### src/rtl/popcount_frame_accum.sv
`default_nettype none
// ============================================================================
// popcount_frame_accum
//   Sums the set bits of streamed words over frames and hands out frame totals.
//   Rev 1.0
// ============================================================================
module popcount_frame_accum #(
  parameter int DW        = 8,
  parameter int FRAME_LEN = 4,
  parameter int CW        = $clog2(DW + 1),
  parameter int SW        = $clog2(DW * FRAME_LEN + 1),
  parameter int NW        = $clog2(FRAME_LEN + 1)
) (
  input  logic          clk,
  input  logic          rst_n,
  input  logic          in_valid,
  output logic          in_ready,
  input  logic [DW-1:0] data_i,
  input  logic          last_i,
  output logic          sum_valid_o,
  input  logic          sum_ready_i,
  output logic [SW-1:0] sum_o,
  output logic [NW-1:0] words_o
);

  typedef enum logic [0:0] {
    ST_ACC = 1'b0,
    ST_OUT = 1'b1
  } state_t;

  localparam logic [NW-1:0] C_LAST_IDX = NW'(FRAME_LEN - 1);

  state_t        state_q, state_d;
  logic [SW-1:0] acc_q, acc_d;
  logic [NW-1:0] cnt_q, cnt_d;
  logic [SW-1:0] sum_q, sum_d;
  logic [NW-1:0] words_q, words_d;
  logic          valid_q, valid_d;
  logic [CW-1:0] w_pop;
  logic [SW-1:0] w_acc_next;

  // CW is wide enough to hold DW itself, so an all-ones word never wraps.
  always_comb begin
    w_pop = '0;
    for (int i = 0; i < DW; i++) begin
      w_pop = w_pop + CW'(data_i[i]);
    end
  end

  assign w_acc_next = acc_q + SW'(w_pop);

  always_comb begin
    state_d = state_q;
    acc_d   = acc_q;
    cnt_d   = cnt_q;
    sum_d   = sum_q;
    words_d = words_q;
    valid_d = valid_q;
    case (state_q)
      ST_ACC: begin
        if (in_valid) begin
          // A last_i that coincides with the final slot is one frame end.
          if (last_i || (cnt_q == C_LAST_IDX)) begin
            sum_d   = w_acc_next;
            words_d = cnt_q + NW'(1);
            acc_d   = '0;
            cnt_d   = '0;
            valid_d = 1'b1;
            state_d = ST_OUT;
          end else begin
            acc_d = w_acc_next;
            cnt_d = cnt_q + NW'(1);
          end
        end
      end
      ST_OUT: begin
        if (sum_ready_i) begin
          valid_d = 1'b0;
          state_d = ST_ACC;
        end
      end
      default: begin
        state_d = ST_ACC;
        valid_d = 1'b0;
      end
    endcase
  end

  always_ff @(posedge clk or negedge rst_n) begin
    if (!rst_n) begin
      state_q <= ST_ACC;
      acc_q   <= '0;
      cnt_q   <= '0;
      sum_q   <= '0;
      words_q <= '0;
      valid_q <= 1'b0;
    end else begin
      state_q <= state_d;
      acc_q   <= acc_d;
      cnt_q   <= cnt_d;
      sum_q   <= sum_d;
      words_q <= words_d;
      valid_q <= valid_d;
    end
  end

  assign in_ready    = (state_q == ST_ACC);
  assign sum_valid_o = valid_q;
  assign sum_o       = sum_q;
  assign words_o     = words_q;

endmodule
`default_nettype wire
### config.mk
export PLATFORM = sky130hd
export DESIGN_NAME = popcount_frame_accum
export DESIGN_NICKNAME = d
export VERILOG_FILES = /design/src/rtl/popcount_frame_accum.sv
export SDC_FILE = /design/constraint.sdc
export NUM_CORES = 1
export LEC_CHECK = 0
export CORE_MARGIN = 3
export CORE_UTILIZATION = 45
export DETAILED_ROUTE_END_ITERATION = 16
export HOLD_SLACK_MARGIN = 0.08
export PLACE_DENSITY = 0.72
export SYNTH_ARGS = -nofsm -noshare
export SYNTH_HDL_FRONTEND = slang
export SYNTH_SLANG_ARGS = --single-unit
### constraint.sdc
create_clock -name clk -period 8.86 [get_ports clk]
set_clock_uncertainty 0.1 [all_clocks]
set_input_delay 1.772 -clock clk [delete_from_list [all_inputs] [get_ports clk]]
set_output_delay 1.772 -clock clk [all_outputs]
set_load 0.05 [all_outputs]
* Word level (Yosys, flattened, before mapping)
Index checks and enable logic that the tools add are counted. Widths: inputs -> output; s select.
Storage, ports and cells: bits in registers 20, bits in latches 0, RAM bits 0, memory bits (read-only) 0, memories kept 0
Operators by class: add/sub/neg operators 9, multipliers 0, divide/modulo/power cells 0, order comparisons 0, equal/unequal tests 4, shift-type cells 0, muxes and demuxes 10, bitwise gates (word level) 1, reductions and logical operators 4
Operator list (count):
- $add 4x1->4 | 4
- $add 6x4->6 | 1
- $mux 1 | 6
- $mux 6 | 1
- $reduce_and 3->1 | 2
- $add 3x1->4 | 1
- $ne 2x2->1 const B | 2
- $pmux 1 s2 | 2
- $add 2x1->3 | 1
- $add 3x1->3 const B | 1
- $eq 3x2->1 const B | 1
- $mux 3 | 1
- $add 1x1->2 | 1
- $ne 2x1->1 const B | 1
- $reduce_and 2->1 | 1
- $logic_or 1x1->1 | 1
- $not 1->1 | 1

* Logic depth before layout (Yosys ltp)
Gate-level depths: netlist (run 1).
depth in word-level cells 9, gate-level depth with buffers 11, mapped depth without buffers 11

* Worst setup path after synthesis (run 1)
OpenSTA, ideal clock, no wires.
kind input port to flip-flop, start input data_i[0], end register sum_q[4] (netlist: sum_o[4]), library setup time 0.128 ns, arrival 4.666 ns, required time 8.632 ns, path slack 3.967 ns, stages on the path 11, buffers on the path 0, cell sequence fa_1 > inv_1 > fa_1 > fa_1 > inv_1 > fa_1 > fa_1 > a21o_1 > a21oi_1 > xnor2_1 > o21ai_0
On the way: longest elaborated chain between the ends 8
RTL lines:
- from (decl) | line 18 | input logic [DW-1:0] data_i,
- $add 1x1->2 | line 46 | w_pop = w_pop + CW'(data_i[i]);
- $add 2x1->3 | line 46
- $add 3x1->4 | line 46
- $add 4x1->4 (4 in series) | line 46
- $add 6x4->6 | line 50 | assign w_acc_next = acc_q + SW'(w_pop);
- to (signal assigned) | line 101 | sum_q <= sum_d;
- to (decl) | line 36 | logic [SW-1:0] sum_q, sum_d;
No other way between the ends. A chain may end at the register's enable or synchronous reset.

* Final worst setup path (run 1)
Ends and elaborated chain as after synthesis.

==> results of run 1 <==
metrics by stage:
step                hold slack (ns)   util  std cells  setup slack [ns]  area [µm²]
floorplan                     0.354      -         98              3.97        1080
detailed placement            0.370  0.592        147              3.27        1330
CTS                           0.398  0.608        151              3.61        1370
global route                  0.429  0.608        151              3.41        1370
global placement              0.361  0.592        147              3.40        1330
finish                        0.391  0.608        151              3.61        1370
Yosys cell counts (all sizes together):
cell type	instances	area [µm²]
nand3	2	10.0
nand2b	1	13.8
a211oi	1	7.51
o22ai	1	6.26
o31a	1	8.76
a22o	3	30.0
nand2	14	52.6
inv	11	41.3
nor2	2	7.51
mux2	4	45.0
ha	8	100
a21o	1	7.51
buf	2	16.3
or3	3	23.8
o21ai	11	55.1
dfrtp	20	500
fa	5	100
and2b	1	8.76
xnor2	2	17.5
nor3	1	5.00
xor2	2	17.5
a21oi	2	10.0
critical path, cell delays in order:
cell and delay (ns):
clkdlybuf4s50_1 0.46, fa_1 0.55, inv_1 0.05, fa_1 0.44, fa_1 0.48, inv_1 0.05
fa_1 0.40, fa_1 0.42, a21o_1 0.17, a21oi_1 0.25, xnor2_1 0.15, o21ai_0 0.09
power groups by stage:
stage                     Clock [mW]  Combinational, mW  Sequential [mW]
after floorplan                    0              0.112            0.198
after global placement             0              0.238            0.137
after detailed placement           0              0.245            0.138
after CTS                     0.0553              0.246            0.136
after global routing          0.0582              0.268            0.139
final                         0.0528              0.242            0.136
cells by family (layout without fill, tap and decap cells):
logic type               Yosys count  in the layout  share of synthesized area
AO/OA/AOI/OAI                     20             20                      0.115
XOR/XNOR                           4              4                     0.0323
adder cells (fa/ha/maj)           13             13                      0.185
buffers and inverters             13             38                     0.0531
flip-flops                        20             20                      0.461
multiplexers                       4              4                     0.0415
AND/OR/NAND/NOR                   24             24                      0.112
worst max-delay path by stage:
stage                   start        to  cells past startpoint
floorplan           data_i[0]  sum_o[4]                     11
global placement    data_i[0]  sum_o[4]                     12
detailed placement  data_i[0]  sum_o[4]                     12
CTS                 data_i[0]  sum_o[4]                     12
global route        data_i[0]  acc_q[4]                     12
finish              data_i[0]  sum_o[4]                     12
registers in the layout, indices dropped and copies added (netlist names):
signal       count
cnt_q            3
state_q          1
sum_valid_o      1
acc_q            6
words_o          3
sum_o            6
final cells by class:
class	instances	area, µm²
inverters	11	41.3
well taps	28	35.0
multi-input cells	65	527
fillers	207	885
repair buffers	23	230
flip-flops and latches	20	500
clock buffers	4	36.3
layer usage:
layer  share of wire  routed length, µm  vias to the layer above
met3           0.037                 77                        4
met2            0.53               1090                       12
met5               0                  0                        -
met4           0.020                 42                        0
met1            0.41                852                      380
li1                -                  -                      381
==> run metrics, run 1 <==
largest net degree at the start of global routing 21; RePlAce Congestion roughly 0.75; routed vias around 780; M1 GR Usage 0.192; Via density just over 5; Tot GR Track Use 0.167; Antenna Cells 0; period utilization 0.593; Sw Ratio 0.434; Synth Warn # 0; GR Util met2 0.295; TritonCTS clock tree yes; RSZ-0062 raised after global routing false; Worst-Margin Slew around 1.1 ns; RR Endpoint sum_o[4]; hold_buf cts 0; GR peak layer met2; first-pass GRT wire length approximately 3500 µm; NetSw roughly 0.19 mW; I/O Buffers 23; clock power share 0.123; nets@finish 150; Seq pwr share 0.316; WP data arrival between 5 and 6 ns; Worst VDD drop around 0.22 mV; Min-Delay Endpoint words_o[0]; setup bufs post-CTS 0; Die Ht about 55 µm; most common cell after layout, fill and taps aside clkdlybuf4s50_1; Final HPWL DP between 1500 and 2000 µm; Worst EP required just under 9 ns; initial antenna violation count 0; Routed wire per std cell 13.6 µm; combinational share of power 0.562; flops & latches, synth 20; met3 global-route usage 0.0349; R2R setup slack between 5 and 6 ns; Max-cap violations 0; Area growth, synth to finish 26.3%; Final TNS setup 0 ns; H-tree depth 1; grt ovf 0; hold depth 2; vias in the first global route slightly below 800; Int Power between 0.2 and 0.25 mW; R2R cell count 10; sequential area share after synthesis 0.461; ANT nets after route 0; PwrDens approximately 310 nW/µm²; Netlist cell types 25; post-cts sizing count 0; number of buffers on the longest clock path 2; drt total wl slightly above 2000 µm; Post-Synthesis Cell Area 1080 µm²; status finished clean; DIE AREA roughly 3000 µm²; relative slew slack 0.283; Initial Util 0.481; Syn Nets between 100 and 150; Final Hold Violating Endpoints 0; Initial DRT Pass Iterations 2; LEAKAGE around 0.65 nW; Setup crit start kind primary input; # setup viols final 0; Post-Syn Area per Cell ~11 µm²; die width about 55 µm; cell count after synthesis 98; Remaining DRCs 0; Overall Power 0.431 mW; most frequent cells in the layout clkdlybuf4s50_1, dfrtp_1, nand2_1, inv_1, o21ai_0; CP Class in -> reg; number of DRC violations after detailed-routing iteration 0 4; Worst Setup End Kind register; root buf cell clkbuf_4; clk sinks 20; Std-Cell Core Area roughly 2300 µm²; final-report max-slew violation count 0; FF-to-FF Start acc_q[0]; Worst Hold Class reg -> reg; Ports 24; clock-pin transition on the worst setup and hold timing paths between 0.1 and 0.15 ns; Cell Rows 17; share of cells above drive strength 1 0.114; minimum clock period 5.25 ns; CTS Buf Count 3; worst-path fanout max 3; Worst-Skew Late Latency approximately 0.3 ns; HP Start words_o[0]; Fmax 0.190 GHz
No activity file was read; power rests on OpenSTA's default activity.
==> run 2: changes to the inputs <==
--- a/config.mk
+++ b/config.mk
@@ -6,10 +6,10 @@
 export NUM_CORES = 1
 export LEC_CHECK = 0
 export CORE_MARGIN = 3
-export CORE_UTILIZATION = 45
+export CORE_UTILIZATION = 44
 export DETAILED_ROUTE_END_ITERATION = 16
 export HOLD_SLACK_MARGIN = 0.08
-export PLACE_DENSITY = 0.72
+export PLACE_DENSITY = 0.74
 export SYNTH_ARGS = -nofsm -noshare
 export SYNTH_HDL_FRONTEND = slang
 export SYNTH_SLANG_ARGS = --single-unit
==> constraint.sdc (replaced) <==
create_clock -name clk -period 4.5 [get_ports clk]
set_clock_uncertainty 0.1 [all_clocks]
set_input_delay 0.9 -clock clk [delete_from_list [all_inputs] [get_ports clk]]
set_output_delay 0.9 -clock clk [all_outputs]
set_load 0.05 [all_outputs]
==> run 2 against run 1 <==
Worst setup slack worse by 3.4 ns. Largest cell class unchanged. Register-to-register slack lost 4.4 ns. Sequential cell count unchanged.
==> run metrics, run 2 (synthesis results as in run 1) <==
Worst-Skew Late Latency 0.32 ns (+0.02 ns); Routed wire per std cell 13.4 µm (-1.9%); CTS Buf Count 3 (unchanged); number of buffers on the longest clock path 2 (unchanged); RSZ-0062 raised after global routing false; setup bufs post-CTS 0 (unchanged); minimum clock period ~4.3 ns; status finished clean; Final HPWL DP 1660 µm (+0.18%); Worst Hold Class reg -> reg; fin cells 153 (+1.3%); Sw Ratio 0.415 (-0.0199); post-cts sizing count 0 (unchanged); Fmax between 0.2 and 0.25 GHz; H-tree depth 1 (unchanged); Seq. cell area 500 µm² (unchanged); Worst Setup End Kind register; Worst-Margin Slew 0.879 ns (-0.190 ns); fin util 0.616 (+0.00806); Hold WS 0.391 ns (-0.0000290 ns); Cell Rows 17 (unchanged); worst-path fanout max 3 (unchanged); R2R setup slack 1.32 ns (-4.38 ns); Final TNS setup 0 ns (unchanged); Seq pwr share 0.299 (-0.017); combinational share of power 0.537 (-0.025); Worst Setup Slack, final 0.186 ns (-3.42 ns); vias in the first global route 827 (+5.9%); Area growth, synth to finish 29.2%; hold_buf cts 0 (unchanged); pre-CTS WS -0.155 ns (-3.42 ns); Initial Util 0.477 (-0.00450); Die Ht 55.7 µm (+1.0%); nets@finish 152 (+1.3%); final-report max-slew violation count 0 (unchanged); TritonCTS clock tree yes; NetSw 0.375 mW (+100%); Worst EP required 4.59 ns (-4.31 ns); clock power share 0.165 (+0.042); grt ovf 0 (unchanged); Overall Power 0.905 mW (+110%); Worst VDD drop 0.405 mV (+84%); relative slew slack 0.412 (+0.130); placed cells 149 (+1.4%); largest net degree at the start of global routing 21 (unchanged); PwrDens 646 nW/µm² (+110%); period utilization 0.959; DIE AREA 3100 µm² (+2.0%); WP data arrival 4.40 ns (-0.89 ns); Std-Cell Core Area 2280 µm² (+0.94%); # setup viols final 0 (unchanged); RePlAce Congestion 0.744 (-0.46%); Setup crit start kind primary input; I/O Buffers 23 (unchanged); placed inst area 1350 µm² (+1.1%); fillers 185 (-11%); Ports 24 (unchanged); Via density 4.97 (-3.3%); most common cell after layout, fill and taps aside clkdlybuf4s50_1; CP Class in -> reg; Tot GR Track Use 0.155 (-0.0125); clk sinks 20 (unchanged); most frequent cells in the layout clkdlybuf4s50_1, dfrtp_1, nand2_1, inv_1, o21ai_0; ANT nets after route 0 (unchanged); LEAKAGE 0.665 nW (+2.5%); Antenna Cells 0 (unchanged); root buf cell clkbuf_4; Final Cell Area 1400 µm² (+2.3%); initial antenna violation count 0 (unchanged); Final Hold Violating Endpoints 0 (unchanged); Remaining DRCs 0 (unchanged); number of DRC violations after detailed-routing iteration 0 4 (unchanged); Int Power 0.530 mW (+120%); clock-pin transition on the worst setup and hold timing paths 0.10 ns (-0.02 ns); drt total wl 2050 µm (-0.58%); Multi-input gate area 527 µm² (unchanged); first-pass GRT wire length 3750 µm (+6.3%); share of cells above drive strength 1 0.128 (+0.0142); routed vias 761 (-2.1%); die width 55.7 µm (+1.0%); Initial DRT Pass Iterations 3 (+1); Max-cap violations 0 (unchanged)
-- run 2: layer usage --
layer | global-route usage | vias up | wire [µm]
met5 | 0 | - | 0
met4 | 0.0313 | 0 | 17
met3 | 0.0510 | 2 | 96
met2 | 0.250 | 15 | 1070
met1 | 0.203 | 363 | 865
li1 | - | 381 | -
-- run 2: final timing paths --
check / start / endpoint / cells after the start
max: data_i[0] / sum_o[4] / 12
max in group asynchronous: rst_n / sum_o[4] / 1
min: sum_o[2] / sum_o[2] / 2
min reg2reg: sum_o[2] / sum_o[2] / 2
min in group asynchronous: rst_n / sum_o[1] / 1
max reg2reg: acc_q[0] / sum_o[4] / 10
-- run 2: layout make-up --
| cell class | count | area share |
|---|---|---|
| clock buffers | 3 | 0.0161 |
| repair buffers | 25 | 0.175 |
| multi-input cells | 65 | 0.376 |
| inverters | 11 | 0.0295 |
| well taps | 28 | 0.0250 |
| flip-flops and latches | 20 | 0.357 |
| clock inverters | 1 | 0.0214 |
-- run 2: critical path: stages --
cell,delay (ns)
clkdlybuf4s50_1,0.44
fa_1,0.55
inv_1,0.05
fa_1,0.45
fa_1,0.49
inv_1,0.05
fa_1,0.41
fa_1,0.40
a21o_1,0.16
a21oi_1,0.26
xnor2_1,0.16
o21ai_0,0.09
-- run 2: power by group through the flow --
stage	Clock (mW)	Combinational, mW	Sequential, mW
final	0.149	0.486	0.271
after CTS	0.152	0.494	0.272
after global placement	0	0.479	0.271
after global routing	0.161	0.538	0.279
after floorplan	0	0.221	0.390
after detailed placement	0	0.492	0.276
